--- src/rtl/module_data_arbiter.sv ---
// Round-robin, burst-limited arbiter merging per-module first-word-fall-through FIFOs into one stream.
// Disabled modules are drained and dropped; per-module forwarded-word counters saturate.
module module_data_arbiter #(
    parameter int NMODULES  = 4,
    parameter int LENGTH    = 128,
    parameter int MAX_BURST = 8,
    parameter int CNT_W     = 32,
    localparam int SRC_W    = (NMODULES > 1) ? $clog2(NMODULES) : 1
) (
    input  logic                         clk,
    input  logic                         rst,
    input  logic [NMODULES-1:0]          en,
    input  logic [NMODULES-1:0]          in_valid,
    output logic [NMODULES-1:0]          in_ready,
    input  logic [NMODULES*LENGTH-1:0]   in_data,
    output logic                         out_valid,
    input  logic                         out_ready,
    output logic [LENGTH-1:0]            out_data,
    output logic [SRC_W-1:0]             out_src,
    input  logic                         cnt_clr,
    output logic [NMODULES*CNT_W-1:0]    fwd_count,
    output logic                         drop_pulse
);

    localparam int BEAT_W = (MAX_BURST > 1) ? $clog2(MAX_BURST) : 1;
    localparam logic [BEAT_W-1:0] LAST_BEAT = BEAT_W'(MAX_BURST - 1);
    localparam logic [SRC_W-1:0]  LAST_SRC  = SRC_W'(NMODULES - 1);
    localparam logic [CNT_W-1:0]  CNT_MAX   = '1;

    typedef enum logic {ARB, XFER} state_t;

    state_t              state_reg;
    logic [SRC_W-1:0]    ptr_reg;
    logic [SRC_W-1:0]    grant_reg;
    logic [BEAT_W-1:0]   beat_reg;
    logic                out_valid_reg;
    logic [LENGTH-1:0]   out_data_reg;
    logic [SRC_W-1:0]    out_src_reg;
    logic                drop_pulse_reg;
    logic [CNT_W-1:0]    cnt_reg [NMODULES];

    logic [LENGTH-1:0]   word [NMODULES];
    logic [NMODULES-1:0] req;
    logic [SRC_W-1:0]    grant_next;
    logic [SRC_W-1:0]    cand;
    logic                have_req;
    logic                space;
    logic                fire;
    logic                burst_end;

    assign space     = ~out_valid_reg | out_ready;
    assign req       = in_valid & en;
    assign fire      = (state_reg == XFER) & in_valid[grant_reg] & en[grant_reg] & space;
    assign burst_end = ~in_valid[grant_reg] | ~en[grant_reg] | (fire & (beat_reg == LAST_BEAT));

    generate
        for (genvar gi = 0; gi < NMODULES; gi++) begin : g_mod
            assign word[gi] = in_data[gi*LENGTH +: LENGTH];
            // Disabled modules are always read (drained); the enabled path needs the grant.
            assign in_ready[gi] = ~en[gi] |
                                  ((state_reg == XFER) & (grant_reg == SRC_W'(gi)) & space);
            assign fwd_count[gi*CNT_W +: CNT_W] = cnt_reg[gi];

            always_ff @(posedge clk) begin
                if (!rst || cnt_clr) begin
                    cnt_reg[gi] <= '0;
                end else if (fire && (grant_reg == SRC_W'(gi)) && (cnt_reg[gi] != CNT_MAX)) begin
                    cnt_reg[gi] <= cnt_reg[gi] + CNT_W'(1);
                end
            end
        end
    endgenerate

    // First requester at or after ptr, wrapping around.
    always_comb begin
        grant_next = ptr_reg;
        have_req   = 1'b0;
        cand       = ptr_reg;
        for (int k = 0; k < NMODULES; k++) begin
            if (req[cand] && !have_req) begin
                grant_next = cand;
                have_req   = 1'b1;
            end
            cand = (cand == LAST_SRC) ? '0 : cand + SRC_W'(1);
        end
    end

    always_ff @(posedge clk) begin
        if (!rst) begin
            state_reg <= ARB;
            ptr_reg   <= '0;
            grant_reg <= '0;
            beat_reg  <= '0;
        end else begin
            case (state_reg)
                ARB: begin
                    if (have_req) begin
                        grant_reg <= grant_next;
                        beat_reg  <= '0;
                        state_reg <= XFER;
                    end
                end
                XFER: begin
                    if (burst_end) begin
                        state_reg <= ARB;
                        ptr_reg   <= (grant_reg == LAST_SRC) ? '0 : grant_reg + SRC_W'(1);
                    end else if (fire) begin
                        beat_reg <= beat_reg + BEAT_W'(1);
                    end
                end
                default: state_reg <= ARB;
            endcase
        end
    end

    always_ff @(posedge clk) begin
        if (!rst) begin
            out_valid_reg  <= 1'b0;
            out_data_reg   <= '0;
            out_src_reg    <= '0;
            drop_pulse_reg <= 1'b0;
        end else begin
            drop_pulse_reg <= |(in_valid & ~en);
            if (fire) begin
                out_valid_reg <= 1'b1;
                out_data_reg  <= word[grant_reg];
                out_src_reg   <= grant_reg;
            end else if (out_ready) begin
                out_valid_reg <= 1'b0;
            end
        end
    end

    assign out_valid  = out_valid_reg;
    assign out_data   = out_data_reg;
    assign out_src    = out_src_reg;
    assign drop_pulse = drop_pulse_reg;

endmodule

--- config.mk ---
export PLATFORM = sky130hd
export DESIGN_NAME = module_data_arbiter
export DESIGN_NICKNAME = d
export VERILOG_FILES = /design/src/rtl/module_data_arbiter.sv
export SDC_FILE = /design/constraint.sdc
export NUM_CORES = 1
export LEC_CHECK = 0
export ABC_AREA = 1
export CAP_MARGIN = 20
export CELL_PAD_IN_SITES_DETAIL_PLACEMENT = 2
export CELL_PAD_IN_SITES_GLOBAL_PLACEMENT = 2
export CORE_AREA = 2 2 309 311
export CTS_CLUSTER_DIAMETER = 30
export DETAILED_ROUTE_END_ITERATION = 6
export DIE_AREA = 0 0 311 313
export GPL_ROUTABILITY_DRIVEN = 0
export PLACE_DENSITY_LB_ADDON = 0.3
export RECOVER_POWER = 100
export SETUP_SLACK_MARGIN = 0.05
export SYNTH_ARGS = -nofsm -noshare
export SYNTH_HDL_FRONTEND = slang
export SYNTH_SLANG_ARGS = --single-unit
--- constraint.sdc ---
create_clock -name clk -period 3.05 [get_ports clk]
set_clock_uncertainty 0.05 [all_clocks]
set_input_delay 0.61 -clock clk [delete_from_list [all_inputs] [get_ports clk]]
set_output_delay 0.61 -clock clk [all_outputs]
set_load 0.01 [all_outputs]
==> results.md <==
* Vias post-DR at approximately 20000
* Kind of end point of the critical path: output port
* Final Hold Fails at 0
* Sequential share of the synthesized area at 0.406
* Dominant synthesized flop cell: dfxtp_1
* Global-route wire length before repair at ~140 mm
* Iteration-0 DRC Markers at between 700 and 800
* Startpoint types: flip-flop
* Largest net degree at the start of global routing at 139
* Worst VDD drop at a little over 0.5 mV
* Skew-Pair Late Insertion Delay at between 0.6 and 0.7 ns
* Outcome: complete, no violations
* Cell mode on critical path: nand2_1
* Synth warnings at 0
* Worst Path Arrival at approximately 2.2 ns
* Tcrit/Tclk final at 0.941
* Reg-to-reg endpoint: cnt_reg[0][6]$_SDFFCE_PN0P_
* Port buffer count at approximately 790
* Chip height at 313 µm
* 1st-pass router iterations at 5
* Gate Count Post-Synth at 2314
* Initial antenna violation count at 18
* RSZ-0062 raised after global routing: false
* Async SR Flop Fraction at 0
* Leakage at between 0.01 and 0.015 µW
* Vias per cell at roughly 4.5
* Pwr dens at between 700 and 800 mW/mm²
* Max cap viols at 0
* Num CTS Buffers at 96
* EDFF count, synth at 128
* Post-Layout Cell Count at 4439
* CTS tree: done
* Final count of negative-setup-slack endpoints at 0
* # IOs at 788
* Clock root buffer master: clkbuf_16
* Yosys reg bits at approximately 270
* Post-detailed-route wirelength per cell at around 22 µm
* Share of layout cells above drive strength 1 at 0.0672
* Max incr delay on CP at slightly above 0.6 ns
* Die W at 311 µm
* Fin. max-slew vios at 0
* CP Launch Point: grant_reg[0]$_SDFFE_PN0P_
* Worst r2r src: cnt_reg[0][0]$_SDFFCE_PN0P_
* Core outline area at around 0.094 mm²
* Setup slack, reg-to-reg at 0.20 ns
* Cell Chain, Critical Path: ha_1 > nand2_1 > nand2_1 > dlygate4sd3_1
* Crit path to: in_ready[3]
* ANT nets after route at 0
* CP max stage cell: dlygate4sd3_1
* CTS sink count at around 270
* Final setup TNS at 0 ns
* Cell taking the most area after synthesis: edfxtp_1
* Post-Route WL at around 98 mm
* Placed cell count at about 4300
* Distinct cells, synth at 40
* Row cnt at roughly 110
* Required time of the critical path at 2.39 ns
* Overflow after GRT at 0
* CP Max Fanout at 7
* Crit Path Class: reg2out
* R2R depth at 10
* Hold Path Class: in2reg
* Layout Nets at ~3600
* H-Tree Depth at 3
* DIE AREA at 0.0973 mm²
* Post-Synthesis Cell Area at roughly 0.016 mm²
* Worst-margin pin slew at about 0.84 ns
* Cells taking the most area after synthesis: edfxtp_1 23%, dfxtp_1 17%, nor2_1 16%, o21ai_0 12%, o22ai_1 5.0%
* Top-area cell type share of the netlist area at 0.235
* Register clock-pin slew on the reported worst setup and hold paths at roughly 0.04 ns
* DP HPWL at approximately 74 mm
* Synth-to-Final Area Change at 75.9%
* Fmax at between 300 and 400 MHz
* Initial Utilization at 0.174
* DRC violations left at 0
* Total global-route track usage at 0.192
* Max-slew headroom at 0.438
* Min Tclk post-route at between 2 and 3 ns
* Syn avg cell area at about 7.1 µm²
* Max clock buf depth at 3
* Post-synthesis net count at about 2800
* Number of global-route vias before repair at 22400
placed cells by master, fill, tap and decap left out, drive strengths merged:
cell type,instances
nor3,51
buf,28
edfxtp,128
dlygate4sd3,263
nand2,205
nor3b,8
and3,2
clkinvlp,5
nor2,716
or2,11
o211ai,2
o21ai,394
nand4,39
clkbuf,139
o22ai,130
nand3,65
bufinv,13
ha,11
nor4,7
xnor2,32
clkinv,24
nand3b,9
o21a,1
diode,5
clkdlybuf4s50,523
a31oi,1
and2,1
xor2,55
a21oi,30
inv,136
dfxtp,140
routing by layer:
layer,up-vias,share of wire,track usage
met5,-,0.0015,0
met4,22,0.021,0.0573
met1,9950,0.38,0.210
met3,136,0.058,0.0490
met2,580,0.53,0.362
li1,9392,-,-
Yosys cell counts (43+ instances only):
cell type / n
nor2_1: 690
o21ai_0: 394
nand2_1: 201
dfxtp_1: 140
inv_1: 130
o22ai_1: 130
edfxtp_1: 128
clkbuf_1: 82
nand3_1: 62
xor2_1: 55
nor3_1: 49
buf_2: 43
power breakdown:
group	total [µW]	internal [µW]	switching, µW	leakage, µW
logic	7120	2650	4460	0.00729
clock network	9850	7040	2820	0.00158
registers	4880	4420	468	0.00257
total	21900	14100	7750	0.0114
area by class of cell:
class | instances | area (µm²)
Sequential cell | 268 | 6650
Clock buffer | 132 | 2630
Tap cell | 1265 | 1580
Timing Repair Buffer | 821 | 8240
Multi-Input combinational cell | 1770 | 8500
Inverter | 134 | 515
Fill cell | 10800 | 65400
Clock inverter | 44 | 641
Antenna cell | 5 | 12.5
critical path: cells and delay by family (launching register included):
kind | cells | cell delay, ns
fa+ha+maj | 1 | 0.36
simple gates | 2 | 0.16
flops | 1 | 0.45
buf+inv | 1 | 0.62
cells by family after synthesis:
kind of cell / Yosys count / synth area share
and+or+nand+nor: 1114 / 0.287
adders and majority gates: 11 / 0.00841
DFF: 268 / 0.406
buffers and inverters: 276 / 0.0703
AOI/OAI and AO/OA: 558 / 0.182
xor gates and xnor gates: 87 / 0.0466
metrics by stage:
stage	setup slack, ns	utilization	cell area [µm²]	hold slack (ns)	total power (µW)
2_1_floorplan	0.350	-	16400	0.413	8330
3_3_place_gp	0.110	0.273	25700	0.423	12300
3_5_place_dp	0.0416	0.273	25700	0.437	12400
4_1_cts	0.0949	0.307	28900	0.368	22600
5_1_grt	0.0281	0.306	28800	0.421	23100
6_report	0.181	0.306	28800	0.389	21900
how the worst min path moves through the flow:
stage	from	to	slack, ns	cells past startpoint
after CTS	rst	beat_reg[0]$_SDFFE_PN0P_	0.37	3
final	rst	beat_reg[1]$_SDFFE_PN0P_	0.39	3
after floorplan	beat_reg[1]$_SDFFE_PN0P_	beat_reg[1]$_SDFFE_PN0P_	0.41	2
after detailed placement	beat_reg[2]$_SDFFE_PN0P_	beat_reg[2]$_SDFFE_PN0P_	0.44	2
after global placement	beat_reg[1]$_SDFFE_PN0P_	beat_reg[1]$_SDFFE_PN0P_	0.42	2
after global routing	rst	beat_reg[0]$_SDFFE_PN0P_	0.42	3
repair_timing:
action | in CTS | in global routing
buffers inserted | 0 | 0
endpoints found under the setup margin | 1 | 4
cloned | 0 | 0
hold buffers | 0 | 0
gates resized for setup | 1 | 1
No activity file was read; power rests on OpenSTA's default activity.
